==> src/rtl/spi_master_mc.sv <==
// Multi-mode SPI master: all four SPI modes, runtime word length, bit order, SCK divider
// and optional chip-select hold between words; one engine shared by several slaves.
module spi_master_mc #(
    parameter int DATA_WIDTH = 16,
    parameter int CS_COUNT   = 4,
    parameter int DIV_WIDTH  = 8,
    parameter int LEN_WIDTH  = $clog2(DATA_WIDTH),
    parameter int SEL_WIDTH  = (CS_COUNT > 1) ? $clog2(CS_COUNT) : 1
) (
    input  logic                  clk,
    input  logic                  rst_n,
    // start: single-cycle request, sampled only while idle (busy=0); ignored otherwise.
    // done: single-cycle completion pulse in the first idle cycle, data_out valid from then on.
    input  logic                  start,
    input  logic                  cpol,
    input  logic                  cpha,
    input  logic                  lsb_first,
    input  logic                  hold_cs,
    input  logic [LEN_WIDTH-1:0]  word_len,
    input  logic [DIV_WIDTH-1:0]  clk_div,
    input  logic [SEL_WIDTH-1:0]  cs_sel,
    input  logic [DATA_WIDTH-1:0] data_in,
    input  logic                  miso,
    output logic                  mosi,
    output logic                  sck,
    output logic [CS_COUNT-1:0]   cs_n,
    output logic                  busy,
    output logic                  done,
    output logic [DATA_WIDTH-1:0] data_out
);

    typedef enum logic [1:0] {IDLE, LEAD, XFER, TRAIL} state_t;
    state_t state, state_next;

    logic [DIV_WIDTH-1:0]  cnt, div_q;
    logic [LEN_WIDTH:0]    bit_cnt, n_bits;
    logic [LEN_WIDTH-1:0]  len_q, tx_pos, rx_pos, rx_lo, first_pos;
    logic [DATA_WIDTH-1:0] tx_q, rx_q;
    logic                  cpol_q, cpha_q, lsb_q, hold_q;
    logic                  tick, leading, toggle, finish;

    function automatic logic [CS_COUNT-1:0] cs_decode(input logic [SEL_WIDTH-1:0] sel);
        cs_decode = '1;
        for (int i = 0; i < CS_COUNT; i++)
            if (int'(sel) == i) cs_decode[i] = 1'b0;
    endfunction

    assign busy    = (state != IDLE);
    assign n_bits  = {1'b0, len_q} + 1'b1;
    // bit_cnt counts leading edges taken; with cpha=1 the sample belongs to the previous bit
    assign tx_pos    = lsb_q ? bit_cnt[LEN_WIDTH-1:0] : len_q - bit_cnt[LEN_WIDTH-1:0];
    assign rx_lo     = cpha_q ? bit_cnt[LEN_WIDTH-1:0] - 1'b1 : bit_cnt[LEN_WIDTH-1:0];
    assign rx_pos    = lsb_q ? rx_lo : len_q - rx_lo;
    assign first_pos = lsb_first ? '0 : word_len;

    always_ff @(posedge clk) begin
        if (!rst_n) state <= IDLE;
        else        state <= state_next;
    end

    always_comb begin
        state_next = state;
        tick       = (cnt == '0);
        leading    = (sck == cpol_q);
        toggle     = 1'b0;
        finish     = 1'b0;
        case (state)
            IDLE:  if (start) state_next = LEAD;
            LEAD:  if (tick) begin
                       state_next = XFER;
                       toggle     = 1'b1;
                   end
            // the transfer ends once all bits are clocked and sck is back at its idle level
            XFER:  if (tick) begin
                       if (leading && bit_cnt == n_bits) state_next = TRAIL;
                       else                              toggle     = 1'b1;
                   end
            TRAIL: if (tick) begin
                       state_next = IDLE;
                       finish     = 1'b1;
                   end
            default: state_next = IDLE;
        endcase
    end

    always_ff @(posedge clk) begin
        if (!rst_n) begin
            cnt      <= '0;
            div_q    <= '0;
            bit_cnt  <= '0;
            len_q    <= '0;
            tx_q     <= '0;
            rx_q     <= '0;
            cpol_q   <= 1'b0;
            cpha_q   <= 1'b0;
            lsb_q    <= 1'b0;
            hold_q   <= 1'b0;
            sck      <= 1'b0;
            mosi     <= 1'b0;
            cs_n     <= '1;
            done     <= 1'b0;
            data_out <= '0;
        end else begin
            done <= finish;
            if (state == IDLE) begin
                if (start) begin
                    cpol_q  <= cpol;
                    cpha_q  <= cpha;
                    lsb_q   <= lsb_first;
                    hold_q  <= hold_cs;
                    len_q   <= word_len;
                    div_q   <= clk_div;
                    tx_q    <= data_in;
                    cnt     <= clk_div;
                    bit_cnt <= '0;
                    rx_q    <= '0;
                    sck     <= cpol;
                    mosi    <= data_in[first_pos];
                    cs_n    <= cs_decode(cs_sel);
                end
            end else begin
                cnt <= tick ? div_q : cnt - 1'b1;
                if (toggle) begin
                    sck <= ~sck;
                    if (leading) begin
                        bit_cnt <= bit_cnt + 1'b1;
                        if (cpha_q) mosi <= tx_q[tx_pos];
                        else        rx_q[rx_pos] <= miso;
                    end else if (cpha_q) begin
                        rx_q[rx_pos] <= miso;
                    end else if (bit_cnt != n_bits) begin
                        mosi <= tx_q[tx_pos];
                    end
                end
                if (finish) begin
                    data_out <= rx_q;
                    mosi     <= 1'b0;
                    if (!hold_q) cs_n <= '1;
                end
            end
        end
    end

endmodule

==> config.mk <==
export PLATFORM = sky130hd
export DESIGN_NAME = spi_master_mc
export DESIGN_NICKNAME = d
export VERILOG_FILES = /design/src/rtl/spi_master_mc.sv
export SDC_FILE = /design/constraint.sdc
export NUM_CORES = 1
export LEC_CHECK = 0
export CORE_UTILIZATION = 30
export CTS_BUF_LIST = sky130_fd_sc_hd__clkbuf_4 sky130_fd_sc_hd__clkbuf_8
export DETAILED_ROUTE_END_ITERATION = 12
export PLACE_DENSITY = 0.44
export SETUP_SLACK_MARGIN = 0.1
export SYNTH_ARGS = -nofsm -noshare
export SYNTH_HDL_FRONTEND = slang
export SYNTH_SLANG_ARGS = --single-unit
==> constraint.sdc <==
create_clock -name clk -period 3.6 [get_ports clk]
set_input_delay 0.54 -clock clk [delete_from_list [all_inputs] [get_ports clk]]
set_output_delay 0.54 -clock clk [all_outputs]
set_load 0.02 [all_outputs]
==> results of run 1 <==
## power groups by stage
stage | Clock (mW) | Combinational [mW] | Sequential, mW
2_1_floorplan | 0 | 1.26 | 1.19
3_3_place_gp | 0 | 1.72 | 1.22
3_5_place_dp | 0 | 1.73 | 1.22
4_1_cts | 0.820 | 1.74 | 1.20
5_1_grt | 0.864 | 1.92 | 1.22
6_report | 0.792 | 1.73 | 1.20
## synth_stat cells, drive strengths merged (3+ instances only)
master	number
mux2	3
nand4	5
or4	3
a21oi	65
o21ai	22
mux4	4
a21o	4
nor4b	16
nor2	78
xor2	7
o31a	13
buf	9
a31oi	3
nand3	13
inv	28
nor2b	7
clkbuf	30
o21a	4
o311ai	5
xnor2	8
nor3	4
a211oi	6
a311oi	12
o2111ai	4
o211ai	8
dfxtp	86
ha	14
nand2	104
mux2i	19
nor3b	3
or3	5
## worst paths after layout
kind                           startpoint                     to  slack (ns)  cells after the start
setup reg to reg  bit_cnt[0]$_SDFFE_PN0P_  rx_q[14]$_SDFFE_PN0P_        0.34                     12
setup / recovery  bit_cnt[0]$_SDFFE_PN0P_  rx_q[14]$_SDFFE_PN0P_        0.34                     12
hold reg to reg     div_q[2]$_SDFFE_PN0P_  div_q[2]$_SDFFE_PN0P_        0.46                      2
hold / removal      div_q[2]$_SDFFE_PN0P_  div_q[2]$_SDFFE_PN0P_        0.46                      2
## state kept, by name (all words and copies together) (netlist names), 2 cells and up
name / count
cs_n: 4
rx_q: 16
state: 2
div_q: 8
len_q: 4
cnt: 8
data_out: 16
tx_q: 16
bit_cnt: 5
## layer usage
metal	vias up	GRT usage, %	wire, µm
li1	2341	-	-
met2	75	30.1	7170
met3	10	4.21	543
met1	2223	22.9	7040
met5	-	0	0
met4	0	3.55	110
## worst max-delay path: stages, from the launching register on
cell	delay [ns]
dfxtp_1	0.33
inv_1	0.09
ha_1	0.33
nand2_1	0.09
and2_1	0.20
inv_1	0.06
ha_1	0.25
nor2b_1	0.12
o21a_1	0.19
o21a_1	0.21
nor3_1	0.84
o311ai_0	0.30
o211ai_1	0.17
## stage by stage
step | std cells | utilization [%] | total power [mW] | worst slack (ns) | hold slack, ns
global route | 900 | 37.6 | 4.01 | 0.112 | 0.477
detailed placement | 884 | 36.2 | 2.95 | 0.357 | 0.447
global placement | 884 | 36.2 | 2.94 | 0.450 | 0.444
finish | 900 | 37.6 | 3.72 | 0.343 | 0.459
CTS | 900 | 37.6 | 3.76 | 0.327 | 0.459
floorplan | 631 | - | 2.45 | 0.412 | 0.433
## kinds of logic (layout without fill, tap and decap cells)
group                    after synthesis  in the layout  synth area share [%]
adder cells (fa/ha/maj)               16             16                  4.29
multiplexers                          26             26                  6.25
flip-flops                            86             86                  34.3
XOR/XNOR                              15             15                  2.62
AND/OR/NAND/NOR                      252            252                  23.5
buffers and inverters                 69            122                  5.83
AO/OA/AOI/OAI                        167            167                  23.2
## layout make-up
class / instances / area (µm²) / share of cell area (%)
clock buffers: 12 / 153 / 2.52
clock inverters: 4 / 70.1 / 1.16
inverters: 30 / 113 / 1.86
multi-input cells: 476 / 3010 / 49.6
flip-flops and latches: 86 / 1720 / 28.4
well taps: 216 / 270 / 4.46
repair buffers: 76 / 723 / 11.9
==> reports/qor.yml, run 1 <==
pwr:
  p_seq_share_pct: 32.2
  clkPwrFrac_pct: 21.3
  sw_frac_of_total_pct: 43.2
  power_density_mw_per_mm2: 614
  p_comb_share_pct: 46.5
  ir_drop_uv: 315
  internal-power_mw: 2.11
  leakage_nw: 2.20
  p_sw_mw: 1.61
clock_tree:
  cts_tree: "done"
  cts_resized: 0
  clk_path_buf_depth: 2
  hold_buffers: 0
  root_buffer: "clkbuf_8"
  numCtsBuffers: 9
  path_clk_slew_ns: 0.09
  clock_latency_ns: 0.38
  cts_sinks: 86
  postCtsSetupBuffers: 0
  htreeDepth: 3
synth:
  synth_top_area_cell: "dfxtp_1"
  syn_avg_cell_area_um2: 7.96
  synth_top_area_share_pct: 34.3
  syn_nets: 685
  syn_inst: 631
  synthFlopType: "dfxtp_1"
  syn_area_mm2: 0.00502
  yosysWarnings: 0
  ys_seq_area_share_pct: 34.3
  ys_ff_latch: 86
  synth_edf_count: 0
  ys_async_sr_fraction_pct: 0
  yosys-top-cells-area: "dfxtp_1, nand2_1, a21oi_1"
  yosysUniqueCellTypes: 67
detailed_routing:
  drc_errors: 0
  totalWireLength_mm: 14.9
  dr.first_iter.drc_count: 236
  drt_first_pass_iters: 4
  via_per_inst: 5.17
  ant_nets: 0
  vias: 4649
  post_drt_wl_per_cell_um: 16.5
timing:
  final_max_slew_viol_count: 0
  setup_violations: 0
  fin_skew_ns: 0.00855
  tns_ns: 0
  max_slew_margin_pct: 24.0
  rsz0062_at_grt: "false"
  post-route-period-util_pct: 90.5
  tightest_slew_ns: 1.13
  fmax_ghz: 0.307
  finalCriticalPeriod_ns: 3.26
  hold_viol_final: 0
cells_and_area:
  final_nets: 733
  antenna_cells: 0
  final_area_mm2: 0.00606
  fillers: 1743
  areaGrowthSynthToFinish_pct: 20.6
  drive_gt1_share_pct: 6.73
  layout_common_cells: "nand2_1, dfxtp_1, nor2_1"
  final_common_cell: "nand2_1"
placement:
  placed_cell_area_mm2: 0.00583
  portBuffers: 61
  dp_hpwl_mm: 10.2
  place_congestion: 0.774
flow_run:
  maxCapViolCount: 0
grt:
  track_usage_pct: 17.8
  grt_pass1_wl_mm: 24.3
  grt_max_degree: 62
  antenna_found_initial: 0
  grt_pass1_vias: 4597
  gr-total-overflow: 0
floorplan:
  die_height_um: 131
  placeableCoreArea_mm2: 0.0161
  rows: 46
  io_pins: 62
  dieArea_mm2: 0.0173
  initial_core_util_pct: 31.2
  die_w_um: 131
setup_path:
  critPathCaptureType: "register"
  cp_max_fo: 8
  start_kind: "register"
  arrival_ns: 3.56
  required_ns: 3.90
  critical_path_class: "reg2reg"
worst_hold_path:
  hold_path_class: "reg2reg"
outcome:
  outcome: "completed"
Power figures use the tool's default switching activity.
==> run 2: changes to the inputs <==
Settings changed: CELL_PAD_IN_SITES_DETAIL_PLACEMENT set to 1, CELL_PAD_IN_SITES_GLOBAL_PLACEMENT set to 1, PLACE_DENSITY 0.44 to 0.57.
==> run 2 against run 1 <==
Cell count rose by 0.22%. Power fell by 0.88%. Sequential power barely moved. Largest power group unchanged. Die area did not move. Clock power fell by 14%.
==> reports/qor.yml, run 2 (same netlist as run 1, synthesis figures left out) <==
cells_and_area:
  final_nets: 735
  final_area_mm2: 0.00604
  final_common_cell: "nand2_1"
  layout_common_cells: "nand2_1, dfxtp_1, nor2_1"
  antenna_cells: 0
  areaGrowthSynthToFinish_pct: 20.4
  fin_util_pct: 37.5
  drive_gt1_share_pct: 7.29
  reg.largest.list: "data_out (16), rx_q (16), tx_q (16)"
pwr:
  leakage_nw: 2.18
  power_density_mw_per_mm2: 610
  ir_drop_uv: 271
  finalPower_mw: 3.69
floorplan:
  rows: 46
  die_w_um: 131
  dieArea_mm2: 0.0173
  die_height_um: 131
  io_pins: 62
  initial_core_util_pct: 31.2
  placeableCoreArea_mm2: 0.0161
timing:
  setup_violations: 0
  hold_viol_final: 0
  max_slew_margin_pct: 26.9
  finalCriticalPeriod_ns: 3.25
  post-route-period-util_pct: 90.4
  fin_ws_ns: 0.346
  final_max_slew_viol_count: 0
  fmax_ghz: 0.307
  tightest_slew_ns: 1.09
  rsz0062_at_grt: "false"
  tns_ns: 0
  fin_skew_ns: 0.0127
worst_hold_path:
  hp-start: "tx_q[6]$_SDFFE_PN0P_"
  hold_path_class: "reg2reg"
clock_tree:
  postCtsSetupBuffers: 0
  path_clk_slew_ns: 0.10
  cts_sinks: 86
  cts_tree: "done"
  root_buffer: "clkbuf_8"
  clock_latency_ns: 0.39
  htreeDepth: 3
  clk_path_buf_depth: 2
  numCtsBuffers: 9
setup_path:
  worstPathCellList: "inv_1 > ha_1 > nand2_1 > and2_1 > inv_1 > ha_1 > nor2b_1 > o21a_1 > o21a_1 > o21ai_1 > a311oi_1 > o31a_1"
  required_ns: 3.89
  arrival_ns: 3.54
  critPathCaptureType: "register"
  critPathBufInv: 2
  path_delay_family: "compound AO/OA/AOI/OAI gates"
  critical_path_class: "reg2reg"
  start_kind: "register"
  cp_max_fo: 8
  critPathSlowestCell: "o21ai_1"
  startpoint: "bit_cnt[1]$_SDFFE_PN0P_"
  rr_startpoint: "bit_cnt[1]$_SDFFE_PN0P_"
  slowest_delay_ns: 0.56
placement:
  placed_cell_area_mm2: 0.00585
  portBuffers: 61
  pre_cts_slack_ns: 0.252
  place_congestion: 0.804
  dp_hpwl_mm: 11.6
detailed_routing:
  via_per_inst: 5.30
  post_drt_wl_per_cell_um: 17.9
  drc_errors: 0
  drt_first_pass_iters: 4
  totalWireLength_mm: 16.1
  vias: 4785
  ant_nets: 0
  dr.first_iter.drc_count: 234
grt:
  track_usage_pct: 19.1
  grt_pass1_vias: 4983
  grt_max_degree: 62
  grt_pass1_wl_mm: 26.1
  antenna_found_initial: 0
  gr-total-overflow: 0
flow_run:
  maxCapViolCount: 0
outcome:
  outcome: "completed"
==> run 2: cell types whose count changed in the layout (fill, tap and decap cells not counted), sizes merged <==
cell      delta
clkbuf       -3
clkinv       +1
inv          +1
clkinvlp     +3
bufinv       -2
buf          +2
==> run 2: final timing paths <==
check,endpoint,slack (ns),cells after the start
hold reg to reg,tx_q[6]$_SDFFE_PN0P_,0.46,2
setup / recovery,rx_q[0]$_SDFFE_PN0P_,0.35,12
hold / removal,tx_q[6]$_SDFFE_PN0P_,0.46,2
setup reg to reg,rx_q[0]$_SDFFE_PN0P_,0.35,12
==> run 2: routing by layer <==
| layer | vias up | share of wire (%) | global-route usage, % |
|---|---|---|---|
| met2 | 61 | 49 | 33.0 |
| li1 | 2356 | - | - |
| met4 | 0 | 1.6 | 6.40 |
| met3 | 15 | 2.7 | 2.78 |
| met5 | - | 0 | 0 |
| met1 | 2353 | 47 | 24.1 |
==> run 2: where the power goes <==
part           leakage (nW)  internal (mW)  switching (mW)
Sequential            0.700           1.08           0.128
Clock                0.0846          0.259           0.424
Combinational          1.40          0.639            1.16
Total                  2.18           1.97            1.72
==> run 2: tightest hold or removal path, cell delays in order (launching register included) <==
cell and delay [ns]:
dfxtp_1 0.32, nand2_1 0.05, a21oi_1 0.05
==> run 2: final cells by class <==
cell class	count	area, µm²
Clock buffer	9	124
Tap cell	216	270
Inverter	30	113
Fill cell	1942	10100
Timing Repair Buffer	78	738
Clock inverter	7	61.3
Multi-Input combinational cell	476	3020
Sequential cell	86	1720
==> run 2: stage by stage <==
step | instances | hold WS [ns]
4_1_cts | 902 | 0.462
5_1_grt | 902 | 0.485
6_report | 902 | 0.458
3_5_place_dp | 886 | 0.449
2_1_floorplan | 631 | 0.433
3_3_place_gp | 886 | 0.445
==> run 2: repair_timing <==
item                                    CTS  global route
hold buffers                              0             0
endpoints found under the setup margin    0            16
gates resized for setup                   0             2
==> run 3: changes to the inputs <==
Settings changed: CORE_MARGIN set to 5.
==> run 3 against run 2 <==
Worst setup slack got worse by 0.024 ns. Hold slack better by 0.0019 ns. Critical path depth unchanged. Clock-buffer cell count is the same. Clock power is 4.2% lower. Critical path type unchanged. Largest power group unchanged.
==> reports/qor.yml, run 3 (same netlist as run 1, synthesis figures left out) <==
outcome:
  outcome: "completed"
timing:
  tns_ns: 0
  post-route-period-util_pct: 91.1
  finalCriticalPeriod_ns: 3.28
  fin_ws_ns: 0.321
  hold_viol_final: 0
  fmax_ghz: 0.305
  setup_violations: 0
  max_slew_margin_pct: 21.4
  rsz0062_at_grt: "false"
  fin_skew_ns: 0.0163
  final_max_slew_viol_count: 0
  tightest_slew_ns: 1.17
setup_path:
  cp_max_fo: 8
  rr_startpoint: "bit_cnt[0]$_SDFFE_PN0P_"
  start_kind: "register"
  required_ns: 3.91
  ff2ff_path_depth: 12
  reg2reg_slack_ns: 0.32
  worstReg2RegEnd: "rx_q[2]$_SDFFE_PN0P_"
  critPathCaptureType: "register"
  arrival_ns: 3.59
  critical_path_class: "reg2reg"
cells_and_area:
  layout_common_cells: "nand2_1, dfxtp_1, nor2_1"
  fillers: 1972
  fin_util_pct: 36.5
  areaGrowthSynthToFinish_pct: 20.1
  drive_gt1_share_pct: 7.01
  final_common_cell: "nand2_1"
  antenna_cells: 0
  reg.largest.list: "data_out (16), rx_q (16), tx_q (16)"
  multiInputGateArea_mm2: 0.00301
  final_nets: 735
  regArea_mm2: 0.00172
  final_area_mm2: 0.00603
placement:
  dp_hpwl_mm: 11.6
  pre_cts_slack_ns: 0.360
  portBuffers: 61
  placed_cell_area_mm2: 0.00585
  place_congestion: 0.767
grt:
  use_met2_pct: 28.7
  met1_usage_pct: 21.4
  grt_max_degree: 62
  antenna_found_initial: 0
  grt_pass1_vias: 5125
  gr-total-overflow: 0
  use_met3_pct: 3.36
  grt_pass1_wl_mm: 26.9
  busiest_layer: "met2"
  track_usage_pct: 16.9
floorplan:
  die_height_um: 139
  io_pins: 62
  initial_core_util_pct: 30.4
  die_w_um: 139
  dieArea_mm2: 0.0194
  placeableCoreArea_mm2: 0.0165
  rows: 47
pwr:
  ir_drop_uv: 236
  leakage_nw: 2.18
  power_density_mw_per_mm2: 606
  finalPower_mw: 3.65
clock_tree:
  clk_path_buf_depth: 2
  htreeDepth: 3
  path_clk_slew_ns: 0.10
  root_buffer: "clkbuf_8"
  numCtsBuffers: 9
  cts_tree: "done"
  clock_latency_ns: 0.39
  postCtsSetupBuffers: 0
  cts_sinks: 86
  hold_buffers: 0
  cts_resized: 0
detailed_routing:
  totalWireLength_mm: 16.1
  drt_first_pass_iters: 4
  ant_nets: 0
  dr.first_iter.drc_count: 164
  post_drt_wl_per_cell_um: 17.8
  via_per_inst: 5.24
  vias: 4739
  drc_errors: 0
worst_hold_path:
  whs_endpoint: "tx_q[2]$_SDFFE_PN0P_"
  hold_path_class: "reg2reg"
  hp-start: "tx_q[2]$_SDFFE_PN0P_"
  min_path_cells: 2
flow_run:
  maxCapViolCount: 0
[run 3: how the worst max path moves through the flow]
| stage | from | cells past startpoint | to |
|---|---|---|---|
| 2_1_floorplan | bit_cnt[0]$_SDFFE_PN0P_ | 13 | rx_q[0]$_SDFFE_PN0P_ |
| 3_3_place_gp | bit_cnt[0]$_SDFFE_PN0P_ | 12 | rx_q[7]$_SDFFE_PN0P_ |
| 3_5_place_dp | bit_cnt[0]$_SDFFE_PN0P_ | 12 | rx_q[9]$_SDFFE_PN0P_ |
| 4_1_cts | bit_cnt[0]$_SDFFE_PN0P_ | 12 | rx_q[9]$_SDFFE_PN0P_ |
| 5_1_grt | bit_cnt[0]$_SDFFE_PN0P_ | 12 | rx_q[5]$_SDFFE_PN0P_ |
| 6_report | bit_cnt[0]$_SDFFE_PN0P_ | 12 | rx_q[2]$_SDFFE_PN0P_ |
[run 3: critical path: stages, from the launching register on]
cell      delay, ns
dfxtp_1        0.34
inv_1          0.10
ha_1           0.33
nand2_1        0.09
and2_1         0.19
inv_1          0.06
ha_1           0.26
nor2b_1        0.13
o21a_1         0.20
o21a_1         0.23
nor3_1         0.83
o311ai_0       0.29
o211ai_1       0.17
[run 3: where the power goes]
part / switching, mW / total (mW) / internal (mW)
Clock: 0.401 / 0.654 / 0.253
Sequential: 0.127 / 1.20 / 1.08
Combinational: 1.15 / 1.79 / 0.642
Total: 1.68 / 3.65 / 1.97
[run 3: routing by layer]
metal / vias to the layer above / wire, µm
met1: 2297 / 7480
met4: 0 / 339
met3: 23 / 479
met2: 75 / 7780
li1: 2344 / -
met5: - / 0
[run 3: area by class of cell]
cell class	instances	area share [%]
sequential	86	28.6
timing repair buffer	78	12.2
clock inverter	6	0.768
clock buffer	9	2.05
inverter	30	1.87
tap	220	4.57
multi-input combinational	476	49.9
[run 3: metrics by stage]
step	hold slack, ns	cells
after floorplan	0.433	631
after global placement	0.441	890
after detailed placement	0.447	890
after CTS	0.463	905
after global routing	0.477	905
final	0.460	905
